$ cat config.mk
export PLATFORM = sky130hd
export DESIGN_NAME = spi_slave_core
export DESIGN_NICKNAME = d
export VERILOG_FILES = /design/src/rtl/spi_pkg.sv /design/src/rtl/spi_sync_edge.sv /design/src/rtl/spi_slave_core.sv
export SDC_FILE = /design/constraint.sdc
export NUM_CORES = 1
export LEC_CHECK = 0
export ABC_AREA = 0
export BUFFER_PORTS_ARGS = -buffer_cell sky130_fd_sc_hd__buf_4
export CAP_MARGIN = 20
export CORE_MARGIN = 5
export CORE_UTILIZATION = 55
export CTS_BUF_LIST = sky130_fd_sc_hd__clkbuf_8 sky130_fd_sc_hd__clkbuf_16
export DETAILED_ROUTE_END_ITERATION = 7
export GPL_TIMING_DRIVEN = 0
export MAX_ROUTING_LAYER = met4
export PLACE_DENSITY_LB_ADDON = 0.12
export SLEW_MARGIN = 15
export SYNTH_ARGS = -nofsm -noshare
export SYNTH_HDL_FRONTEND = slang
export SYNTH_HIERARCHICAL = 1
export SYNTH_SLANG_ARGS = --single-unit
$ cat constraint.sdc
create_clock -name clk -period 5.2 [get_ports clk]
set_input_delay 0.52 -clock clk [delete_from_list [all_inputs] [get_ports clk]]
set_output_delay 0.52 -clock clk [all_outputs]
set_load 0.05 [all_outputs]
$ cat src/rtl/spi_pkg.sv
// rtl/spi_pkg.sv - shared SPI types and mode constants for master and slave
package spi_pkg;

  typedef enum logic {
    IDLE  = 1'b0,
    SHIFT = 1'b1
  } spi_slave_state_t;

  localparam int SPI_DATA_W = 8;

  // Mode 0 on both sides: sample on sclk rise, change on sclk fall
  localparam bit SPI_CPOL = 1'b0;
  localparam bit SPI_CPHA = 1'b0;

endpackage

$ cat src/rtl/spi_sync_edge.sv
// rtl/spi_sync_edge.sv - multi-flop synchronizer with rise/fall pulse detect
module spi_sync_edge
  import spi_pkg::*;
#(
  parameter int   SYNC_STAGES = 2,
  parameter logic RESET_VAL   = 1'b0
) (
  input  logic clk,
  input  logic rst,
  input  logic din,
  output logic dout,
  output logic rise,
  output logic fall
);

  logic [SYNC_STAGES-1:0] sync_q, sync_d;
  logic                   prev_q, prev_d;

  always_comb begin
    sync_d = {sync_q[SYNC_STAGES-2:0], din};
    prev_d = sync_q[SYNC_STAGES-1];
  end

  always_ff @(posedge clk or posedge rst) begin
    if (rst) begin
      sync_q <= {SYNC_STAGES{RESET_VAL}};
      prev_q <= RESET_VAL;
    end else begin
      sync_q <= sync_d;
      prev_q <= prev_d;
    end
  end

  assign dout = sync_q[SYNC_STAGES-1];
  assign rise = dout & ~prev_q;
  assign fall = ~dout & prev_q;

endmodule

$ cat src/rtl/spi_slave_core.sv
// rtl/spi_slave_core.sv - oversampled mode-0 SPI target with TX shadow and RX strobe
module spi_slave_core
  import spi_pkg::*;
#(
  parameter int DATA_W      = SPI_DATA_W,
  parameter int SYNC_STAGES = 2
) (
  input  logic              clk,
  input  logic              rst,
  input  logic              sclk,
  input  logic              cs_n,
  input  logic              mosi,
  output logic              miso,
  output logic              miso_oe,
  input  logic [DATA_W-1:0] tx_data,
  input  logic              tx_valid,
  output logic              tx_ready,
  output logic [DATA_W-1:0] rx_data,
  output logic              rx_valid,
  output logic              busy,
  output logic              tx_underrun,
  output logic              frame_abort
);

  localparam int              CNT_W    = $clog2(DATA_W);
  localparam logic [CNT_W-1:0] LAST_BIT = CNT_W'(DATA_W - 1);

  logic sclk_rise, sclk_fall, cs_rise, cs_fall, mosi_s;
  logic sclk_lvl_unused, cs_lvl_unused, mosi_rise_unused, mosi_fall_unused;

  spi_sync_edge #(.SYNC_STAGES(SYNC_STAGES), .RESET_VAL(1'b0)) u_sync_sclk (
    .clk(clk), .rst(rst), .din(sclk),
    .dout(sclk_lvl_unused), .rise(sclk_rise), .fall(sclk_fall)
  );

  spi_sync_edge #(.SYNC_STAGES(SYNC_STAGES), .RESET_VAL(1'b1)) u_sync_cs (
    .clk(clk), .rst(rst), .din(cs_n),
    .dout(cs_lvl_unused), .rise(cs_rise), .fall(cs_fall)
  );

  // Same depth as sclk so the sampled bit lines up with the detected rise
  spi_sync_edge #(.SYNC_STAGES(SYNC_STAGES), .RESET_VAL(1'b0)) u_sync_mosi (
    .clk(clk), .rst(rst), .din(mosi),
    .dout(mosi_s), .rise(mosi_rise_unused), .fall(mosi_fall_unused)
  );

  spi_slave_state_t  state_q, state_d;
  logic [DATA_W-1:0] shadow_q, shadow_d;
  logic              shadow_full_q, shadow_full_d;
  logic [DATA_W-1:0] tx_shift_q, tx_shift_d;
  logic [DATA_W-1:0] rx_shift_q, rx_shift_d;
  logic [CNT_W-1:0]  bit_cnt_q, bit_cnt_d;
  logic [DATA_W-1:0] rx_data_q, rx_data_d;
  logic              rx_valid_q, rx_valid_d;
  logic              miso_q, miso_d;
  logic              miso_oe_q, miso_oe_d;
  logic              busy_q, busy_d;
  logic              tx_underrun_q, tx_underrun_d;
  logic              frame_abort_q, frame_abort_d;
  logic              reload;

  always_comb begin
    state_d       = state_q;
    shadow_d      = shadow_q;
    shadow_full_d = shadow_full_q;
    tx_shift_d    = tx_shift_q;
    rx_shift_d    = rx_shift_q;
    bit_cnt_d     = bit_cnt_q;
    rx_data_d     = rx_data_q;
    rx_valid_d    = 1'b0;
    miso_d        = miso_q;
    miso_oe_d     = miso_oe_q;
    busy_d        = busy_q;
    tx_underrun_d = 1'b0;
    frame_abort_d = 1'b0;
    reload        = 1'b0;

    case (state_q)
      IDLE: begin
        if (cs_fall) begin
          state_d    = SHIFT;
          reload     = 1'b1;
          bit_cnt_d  = '0;
          rx_shift_d = '0;
          busy_d     = 1'b1;
          miso_oe_d  = 1'b1;
        end
      end
      SHIFT: begin
        // cs_n rise takes priority over any sclk edge seen in the same cycle
        if (cs_rise) begin
          state_d       = IDLE;
          frame_abort_d = (bit_cnt_q != '0);
          bit_cnt_d     = '0;
          rx_shift_d    = '0;
          tx_shift_d    = '0;
          busy_d        = 1'b0;
          miso_oe_d     = 1'b0;
          miso_d        = 1'b0;
        end else if (sclk_rise) begin
          rx_shift_d = {rx_shift_q[DATA_W-2:0], mosi_s};
          if (bit_cnt_q == LAST_BIT) begin
            bit_cnt_d  = '0;
            rx_data_d  = rx_shift_d;
            rx_valid_d = 1'b1;
          end else begin
            bit_cnt_d = bit_cnt_q + 1'b1;
          end
        end else if (sclk_fall) begin
          if (bit_cnt_q == '0) begin
            reload = 1'b1;
          end else begin
            tx_shift_d = {tx_shift_q[DATA_W-2:0], 1'b0};
            miso_d     = tx_shift_d[DATA_W-1];
          end
        end
      end
      default: state_d = IDLE;
    endcase

    if (reload) begin
      if (shadow_full_q) begin
        tx_shift_d    = shadow_q;
        shadow_full_d = 1'b0;
      end else begin
        tx_shift_d    = '0;
        tx_underrun_d = 1'b1;
      end
      miso_d = tx_shift_d[DATA_W-1];
    end

    // Capture after the copy so a same-cycle load keeps the shadow full
    if (tx_valid && !shadow_full_q) begin
      shadow_d      = tx_data;
      shadow_full_d = 1'b1;
    end
  end

  always_ff @(posedge clk or posedge rst) begin
    if (rst) begin
      state_q       <= IDLE;
      shadow_q      <= '0;
      shadow_full_q <= 1'b0;
      tx_shift_q    <= '0;
      rx_shift_q    <= '0;
      bit_cnt_q     <= '0;
      rx_data_q     <= '0;
      rx_valid_q    <= 1'b0;
      miso_q        <= 1'b0;
      miso_oe_q     <= 1'b0;
      busy_q        <= 1'b0;
      tx_underrun_q <= 1'b0;
      frame_abort_q <= 1'b0;
    end else begin
      state_q       <= state_d;
      shadow_q      <= shadow_d;
      shadow_full_q <= shadow_full_d;
      tx_shift_q    <= tx_shift_d;
      rx_shift_q    <= rx_shift_d;
      bit_cnt_q     <= bit_cnt_d;
      rx_data_q     <= rx_data_d;
      rx_valid_q    <= rx_valid_d;
      miso_q        <= miso_d;
      miso_oe_q     <= miso_oe_d;
      busy_q        <= busy_d;
      tx_underrun_q <= tx_underrun_d;
      frame_abort_q <= frame_abort_d;
    end
  end

  assign miso        = miso_q;
  assign miso_oe     = miso_oe_q;
  assign tx_ready    = ~shadow_full_q;
  assign rx_data     = rx_data_q;
  assign rx_valid    = rx_valid_q;
  assign busy        = busy_q;
  assign tx_underrun = tx_underrun_q;
  assign frame_abort = frame_abort_q;

endmodule

==> flow_summary.yaml, run 1 <==
logic_synthesis:
  syn_area_per_cell_sq_um: 13.5
  synth_area_sq_um: 1940
  synth_cells: 144
  ys_warn_count: 6
  syn_nets: 161
detailed_routing:
  vias: 1196
  firstDrtPassIters: 4
  wl_per_cell_microns: 14.5
  final_antenna_net_count: 0
  drc: 0
  route.met2.wl_microns: 1670
  avgViaCountPerCell: 5.27
  wl_met1_microns: 1390
  wl_met3_microns: 201
  drtIter0Drc: 80
  wirelength_microns: 3300
  routed.top_layer: "met4"
critical_path:
  r2r_slack_ns: 3.37
  cp_data_required_time_ns: 4.68
  worstRegToRegCells: 6
  cp-start-kind: "register"
  slowest_delay_ns: 0.35
  worst_ep_arrival_time_ns: 1.32
  r2r_start: "u_sync_cs/sync_q[1]"
  worst-path-max-fanout: 10
  critPathKind: "reg2out"
  path_delay_family: "buffers and inverters"
  cp-startpoint: "shadow_full_q"
  crit_chain: "clkbuf_1 > inv_1 > buf_4"
  slowest_stage: "clkbuf_1"
  crit_cells: 3
  cp-endpoint: "tx_ready"
  r2r-end: "rx_data[0]"
  worstSetupEndpointType: "output port"
  crit_buf_inv: 3
clock_tree:
  clock_latency_ns: 0.30
  post_cts.repair.setup_buffers: 0
  cts_max_level: 2
  clock_path_buffers: 2
  ctsResizeCount: 0
  clk_pin_slew_worst_paths_ns: 0.08
  cts_tree: "yes"
  clkSinkCount: 48
  root_buffer: "clkbuf_8"
  ctsHoldBuffers: 0
  cts_buffers: 5
sta:
  drv_slew: 0
  fin_skew_ns: 0.00829
  setup_viol: 0
  rsz0062_at_grt: "false"
  fin_crit_ns: 1.84
  fmax_mhz: 544
  hold_viol: 0
  fin_crit_sh_pct: 35.4
  worst_slack_ns: 3.36
  tns_ns: 0
  slew_headroom_pct: 71.6
  worstMarginPinSlew_ns: 0.425
placement:
  portBuffers: 28
  place_ws_ns: 3.37
  place_congestion: 0.796
  hpwl_microns: 2440
cells_and_area:
  finalNetCount: 197
  area.growth.synth_to_final_pct: 20.7
  diodes: 0
  layout_common_cells: "dfrtp_1 (45), buf_4 (29), inv_1 (11), nor2_1 (10), a22o_1 (9)"
  final_common_cell: "dfrtp_1"
  final_layout_size_suffix_gt1_share_pct: 35.4
  num-fill-cells: 252
  fin_util_pct: 69.2
global_routing:
  grt_pass1_wl_microns: 5800
  grt_max_degree: 24
  gr-total-overflow: 0
  antenna_found_initial: 0
  grt_usage_pct: 15.6
  grt_pass1_vias: 1229
power_and_ir_drop:
  p_int_uw: 694
  peakVddDrop_v: 0.000295
  p_clk_share_pct: 25.5
  pwr-share-seq_pct: 50.0
  p_leak_nw: 1.16
  swShare_pct: 30.1
  switchingPower_uw: 299
  comb_power_share_pct: 24.4
  power-per-cell-area_nw_per_um2: 423
floorplanning:
  core_sq_um: 3390
  initial_core_util_pct: 57.3
  die_area_sq_um: 4820
  die_w_microns: 69.4
  fp-row-count: 21
  ioPinCount: 29
  die_h_microns: 69.4
min_path:
  hold_path_class: "in2async"
outcome:
  status: "complete, no violations"
flow_run:
  maxCapViolCount: 0
[sequential cells by signal, summed over array words and instances (netlist names)]
register            count
frame_abort             1
u_sync_sclk/sync_q      2
busy                    1
rx_data                 8
rx_valid                1
tx_shift_q              7
miso                    1
rx_shift_q              7
u_sync_sclk/prev_q      1
u_sync_cs/prev_q        1
bit_cnt_q               3
u_sync_cs/sync_q        2
shadow_q                8
tx_underrun             1
u_sync_mosi/sync_q      2
state_q                 1
shadow_full_q           1
[worst min path at each step]
stage,endpoint,slack [ns]
global route,u_sync_mosi/sync_q[1],0.08
detailed placement,u_sync_cs/sync_q[1],0.35
floorplan,u_sync_mosi/sync_q[0],0.26
finish,u_sync_mosi/sync_q[1],0.10
global placement,u_sync_sclk/sync_q[1],0.34
CTS,u_sync_mosi/sync_q[1],0.09
[power by group through the flow]
stage | combinational (mW) | clock [mW] | sequential (mW)
final | 0.243 | 0.253 | 0.497
after global routing | 0.269 | 0.280 | 0.503
after CTS | 0.247 | 0.264 | 0.496
after detailed placement | 0.245 | 0 | 0.504
after global placement | 0.234 | 0 | 0.498
after floorplan | 0.161 | 0 | 0.514
[metrics by stage]
| step | instances | instance area, sq um | total power, mW | hold WS (ns) |
|---|---|---|---|---|
| 2_1_floorplan | 144 | 1940 | 0.675 | 0.261 |
| 3_3_place_gp | 218 | 2210 | 0.732 | 0.337 |
| 3_5_place_dp | 219 | 2240 | 0.749 | 0.349 |
| 4_1_cts | 227 | 2340 | 1.01 | 0.0927 |
| 5_1_grt | 227 | 2340 | 1.05 | 0.0823 |
| 6_report | 227 | 2340 | 0.992 | 0.102 |
[cell type report]
class / instances / area, sq um / area share (%)
clock inverter: 3 / 38.8 / 1.65
buffer: 6 / 37.5 / 1.60
clock buffer: 5 / 68.8 / 2.93
timing repair buffer: 29 / 238 / 10.1
multi-input combinational: 79 / 658 / 28.1
sequential: 48 / 1200 / 51.4
tap: 46 / 57.6 / 2.45
inverter: 11 / 41.3 / 1.76
[layer usage]
layer / up-vias / global-route usage (%)
met5: - / -
li1: 574 / -
met4: 0 / 5.21
met2: 31 / 25.2
met1: 587 / 17.8
met3: 4 / 6.09
Power figures use the tool's default switching activity.
==> run 2, diff against run 1 <==
- clock period: 5.2 -> 1.7 ns (I/O delays scaled with it)
==> flow_summary.yaml, run 2 (synthesized netlist as in run 1, its figures left out) <==
clock_tree:
  root_buffer: "clkbuf_8"
  clkSinkCount: 48
  cts_max_level: 2
  cts_buffers: 5
  cts_tree: "yes"
  clock_latency_ns: 0.30
  clk_pin_slew_worst_paths_ns: 0.08
  clock_path_buffers: 2
floorplanning:
  fp-row-count: 21
  die_h_microns: 69.4
  die_w_microns: 69.4
  ioPinCount: 29
  initial_core_util_pct: 57.3
  die_area_sq_um: 4820
  core_sq_um: 3390
critical_path:
  cp_data_required_time_ns: 1.88
  worst-path-max-fanout: 4
  cp-start-kind: "register"
  worstSetupEndpointType: "register"
  critPathKind: "reg2reg"
  worst_ep_arrival_time_ns: 1.90
placement:
  place_ws_ns: -0.0811
  hpwl_microns: 2360
  portBuffers: 28
  place_area_sq_um: 2240
  place_congestion: 0.799
detailed_routing:
  wl_met3_microns: 212
  firstDrtPassIters: 4
  route.met2.wl_microns: 1770
  drtIter0Drc: 68
  avgViaCountPerCell: 5.29
  routed.top_layer: "met4"
  vias: 1274
  wl_met1_microns: 1530
  drc: 0
  wl_per_cell_microns: 14.8
  wirelength_microns: 3570
  final_antenna_net_count: 0
sta:
  slew_headroom_pct: 72.3
  fin_crit_ns: 1.72
  worst_slack_ns: -0.0152
  worstMarginPinSlew_ns: 0.415
  tns_ns: -0.0571
  fin_crit_sh_pct: 101
  whs_ns: 0.0868
  fin_skew_ns: 0.00708
  hold_viol: 0
  fmax_mhz: 583
  rsz0062_at_grt: "true"
  setup_viol: 7
  drv_slew: 0
global_routing:
  antenna_found_initial: 0
  gr-total-overflow: 0
  grt_usage_pct: 16.9
  grt_max_degree: 24
  grt_pass1_vias: 1303
  grt_pass1_wl_microns: 6190
power_and_ir_drop:
  switchingPower_uw: 964
  comb_power_share_pct: 27.5
  peakVddDrop_v: 0.000677
  p_int_mw: 2.07
  swShare_pct: 31.8
  p_clk_share_pct: 22.4
  power-per-cell-area_nw_per_um2: 1200
  p_leak_nw: 1.23
  pwr-share-seq_pct: 50.1
outcome:
  violations: "negative setup slack"
  status: "finished with violations"
min_path:
  hold_path_class: "in2reg"
flow_run:
  maxCapViolCount: 0
cells_and_area:
  final_layout_size_suffix_gt1_share_pct: 42.1
  area.growth.synth_to_final_pct: 30.1
  layout_common_cells: "dfrtp_1 (45), buf_4 (37), nor2_1 (10), inv_1 (10), a22o_1 (9)"
  finalNetCount: 211
  final_common_cell: "dfrtp_1"
  diodes: 0
  fin_area_sq_um: 2530
  fin_util_pct: 74.5
-- run 2: path summary, 6_finish.rpt --
check / startpoint / end / slack [ns] / cells past startpoint
setup / recovery: u_sync_cs/sync_q[1] / rx_data[4] / -0.02 / 6
hold / removal: tx_data[6] / shadow_q[6] / 0.09 / 2
setup reg to reg: u_sync_cs/sync_q[1] / rx_data[4] / -0.02 / 6
hold reg to reg: u_sync_cs/sync_q[0] / u_sync_cs/sync_q[1] / 0.36 / 0
max in group asynchronous: rst / rx_shift_q[4] / 0.81 / 4
min in group asynchronous: rst / u_sync_mosi/sync_q[0] / 0.31 / 3
-- run 2: per-layer routing --
metal,up-vias,global-route usage (%)
met5,-,-
met4,0,8.46
met3,9,4.49
met2,40,27.0
met1,618,19.7
li1,607,-
-- run 2: layout make-up --
type	count	area, sq um
fillers	227	863
plain buffers	5	32.5
multi-input cells	80	728
well taps	46	57.6
clock inverters	2	10.0
inverters	11	41.3
repair buffers	43	369
flip-flops and latches	48	1200
clock buffers	6	82.6
-- run 2: power groups by stage --
| stage | logic, mW | clock network (mW) | registers [mW] |
|---|---|---|---|
| after global placement | 0.717 | 0 | 1.52 |
| final | 0.832 | 0.679 | 1.52 |
| after detailed placement | 0.753 | 0 | 1.54 |
| after floorplan | 0.492 | 0 | 1.57 |
| after CTS | 0.781 | 0.698 | 1.52 |
| after global routing | 0.917 | 0.763 | 1.54 |
-- run 2: timing repair --
action                                  in CTS  in global routing
hold buffers                                 4                  0
endpoints found under the hold margin       28                  0
resized for setup                            7                  8
cloned                                       0                  1
endpoints found under the setup margin       9                 19
buffers inserted                             7                  3
-- run 2: critical path, cell delays in order (launching register included) --
cell and delay [ns]:
dfstp_2 0.54, nor2b_4 0.14, and2b_2 0.25, and2_4 0.19
nand2_8 0.08, buf_6 0.12, mux2_4 0.29
-- run 2: metrics by stage --
stage / instances / total power [mW]
2_1_floorplan: 144 / 2.07
5_1_grt: 241 / 3.22
3_5_place_dp: 219 / 2.29
6_report: 241 / 3.03
3_3_place_gp: 218 / 2.24
4_1_cts: 238 / 3.00
==> run 3, diff against run 2 <==
- MAX_ROUTING_LAYER: met4 -> default
==> flow_summary.yaml, run 3 (synthesized netlist as in run 1, its figures left out) <==
outcome:
  status: "finished with violations"
  violations: "negative setup slack"
critical_path:
  critPathKind: "reg2reg"
  r2r-end: "rx_data[4]"
  worstRegToRegCells: 6
  cp-endpoint: "rx_data[4]"
  worst-path-max-fanout: 4
  crit_chain: "nor2b_4 > and2b_2 > and2_4 > nand2_8 > buf_6 > mux2_4"
  cp_data_required_time_ns: 1.88
  r2r_start: "u_sync_cs/sync_q[1]"
  r2r_slack_ns: -0.02
  worstSetupEndpointType: "register"
  cp-start-kind: "register"
  worst_ep_arrival_time_ns: 1.90
  cp-startpoint: "u_sync_cs/sync_q[1]"
  slowest_stage: "dfstp_2"
  slowest_delay_ns: 0.54
floorplanning:
  die_w_microns: 69.4
  initial_core_util_pct: 57.3
  die_area_sq_um: 4820
  fp-row-count: 21
  ioPinCount: 29
  core_sq_um: 3390
  die_h_microns: 69.4
power_and_ir_drop:
  power_mw: 3.03
  power-per-cell-area_nw_per_um2: 1200
  peakVddDrop_v: 0.000676
  p_leak_nw: 1.23
clock_tree:
  root_buffer: "clkbuf_8"
  cts_buffers: 5
  clk_pin_slew_worst_paths_ns: 0.08
  clock_latency_ns: 0.30
  clock_path_buffers: 2
  cts_max_level: 2
  clkSinkCount: 48
  cts_tree: "yes"
global_routing:
  grt_max_degree: 24
  grt_usage_pct: 16.3
  grt_pass1_vias: 1304
  grt_pass1_wl_microns: 6200
  gr-total-overflow: 0
  antenna_found_initial: 0
cells_and_area:
  final_common_cell: "dfrtp_1"
  fin_cells: 241
  finalNetCount: 211
  final_layout_size_suffix_gt1_share_pct: 42.1
  area.growth.synth_to_final_pct: 30.1
  layout_common_cells: "dfrtp_1 (45), buf_4 (37), nor2_1 (10), inv_1 (10), a22o_1 (9)"
  fin_area_sq_um: 2530
  diodes: 0
sta:
  slew_headroom_pct: 72.1
  worst_slack_ns: -0.0157
  hold_viol: 0
  drv_slew: 0
  fmax_mhz: 583
  whs_ns: 0.0854
  rsz0062_at_grt: "true"
  setup_viol: 9
  fin_crit_sh_pct: 101
  fin_crit_ns: 1.72
  fin_skew_ns: 0.00736
  worstMarginPinSlew_ns: 0.418
min_path:
  hp-start: "tx_data[6]"
  hold_path_class: "in2reg"
placement:
  place_area_sq_um: 2240
  portBuffers: 28
  dp_cells: 219
  hpwl_microns: 2360
  place_congestion: 0.788
detailed_routing:
  avgViaCountPerCell: 5.27
  drc: 0
  final_antenna_net_count: 0
  vias: 1269
  firstDrtPassIters: 4
  drtIter0Drc: 63
  wl_per_cell_microns: 14.9
  wirelength_microns: 3590
flow_run:
  maxCapViolCount: 0
-- run 3: cell counts in the layout (fill, tap and decap cells not counted) --
No cell type changed its count.
-- run 3: per-stage QoR --
step	worst slack, ns	util, %	TNS [ns]
2_1_floorplan	0.0244	-	0
3_3_place_gp	-0.0630	65.3	-0.485
3_5_place_dp	-0.0811	66.1	-0.606
4_1_cts	-0.0848	72.4	-0.629
5_1_grt	-0.0748	74.5	-0.979
6_report	-0.0157	74.5	-0.0607
-- run 3: how the worst min path moves through the flow --
| stage | end | depth (start not counted) |
|---|---|---|
| 3_5_place_dp | u_sync_mosi/sync_q[1] | 2 |
| 2_1_floorplan | u_sync_mosi/sync_q[0] | 1 |
| 5_1_grt | shadow_q[6] | 2 |
| 6_report | shadow_q[6] | 2 |
| 3_3_place_gp | u_sync_mosi/sync_q[0] | 2 |
| 4_1_cts | shadow_q[6] | 2 |
-- run 3: what timing repair did --
action / 4_1_cts / 5_1_grt
hold endpoints to repair: 28 / 0
endpoints found under the setup margin: 9 / 19
hold buffers: 4 / 0
resized for setup: 7 / 8
cloned: 0 / 1
buffers inserted: 7 / 3
-- run 3: per-layer routing --
| layer | routed length (microns) | vias to the layer above | track usage, % |
|---|---|---|---|
| li1 | - | 607 | - |
| met1 | 1540 | 611 | 19.6 |
| met2 | 1770 | 42 | 27.0 |
| met3 | 205 | 9 | 4.20 |
| met4 | 69 | 0 | 8.46 |
| met5 | 0 | - | 0 |
-- run 3: where the power goes --
part | switching, mW | total [mW] | internal, mW
clock network | 0.356 | 0.680 | 0.324
registers | 0.140 | 1.52 | 1.38
logic | 0.472 | 0.833 | 0.361
total | 0.967 | 3.03 | 2.07
-- run 3: final cells by class --
type / instances / area (sq um)
Clock inverter: 2 / 10.0
Tap cell: 46 / 57.6
Clock buffer: 6 / 82.6
Sequential cell: 48 / 1200
Inverter: 11 / 41.3
Timing Repair Buffer: 43 / 369
Buffer: 5 / 32.5
Multi-Input combinational cell: 80 / 728
Fill cell: 227 / 863
-- run 3: worst max-delay path: cells and delay by family, from the launching register on --
family,cells,cell delay (ns)
AND/OR/NAND/NOR,4,0.66
flip-flops,1,0.54
multiplexers,1,0.29
buffers and inverters,1,0.12
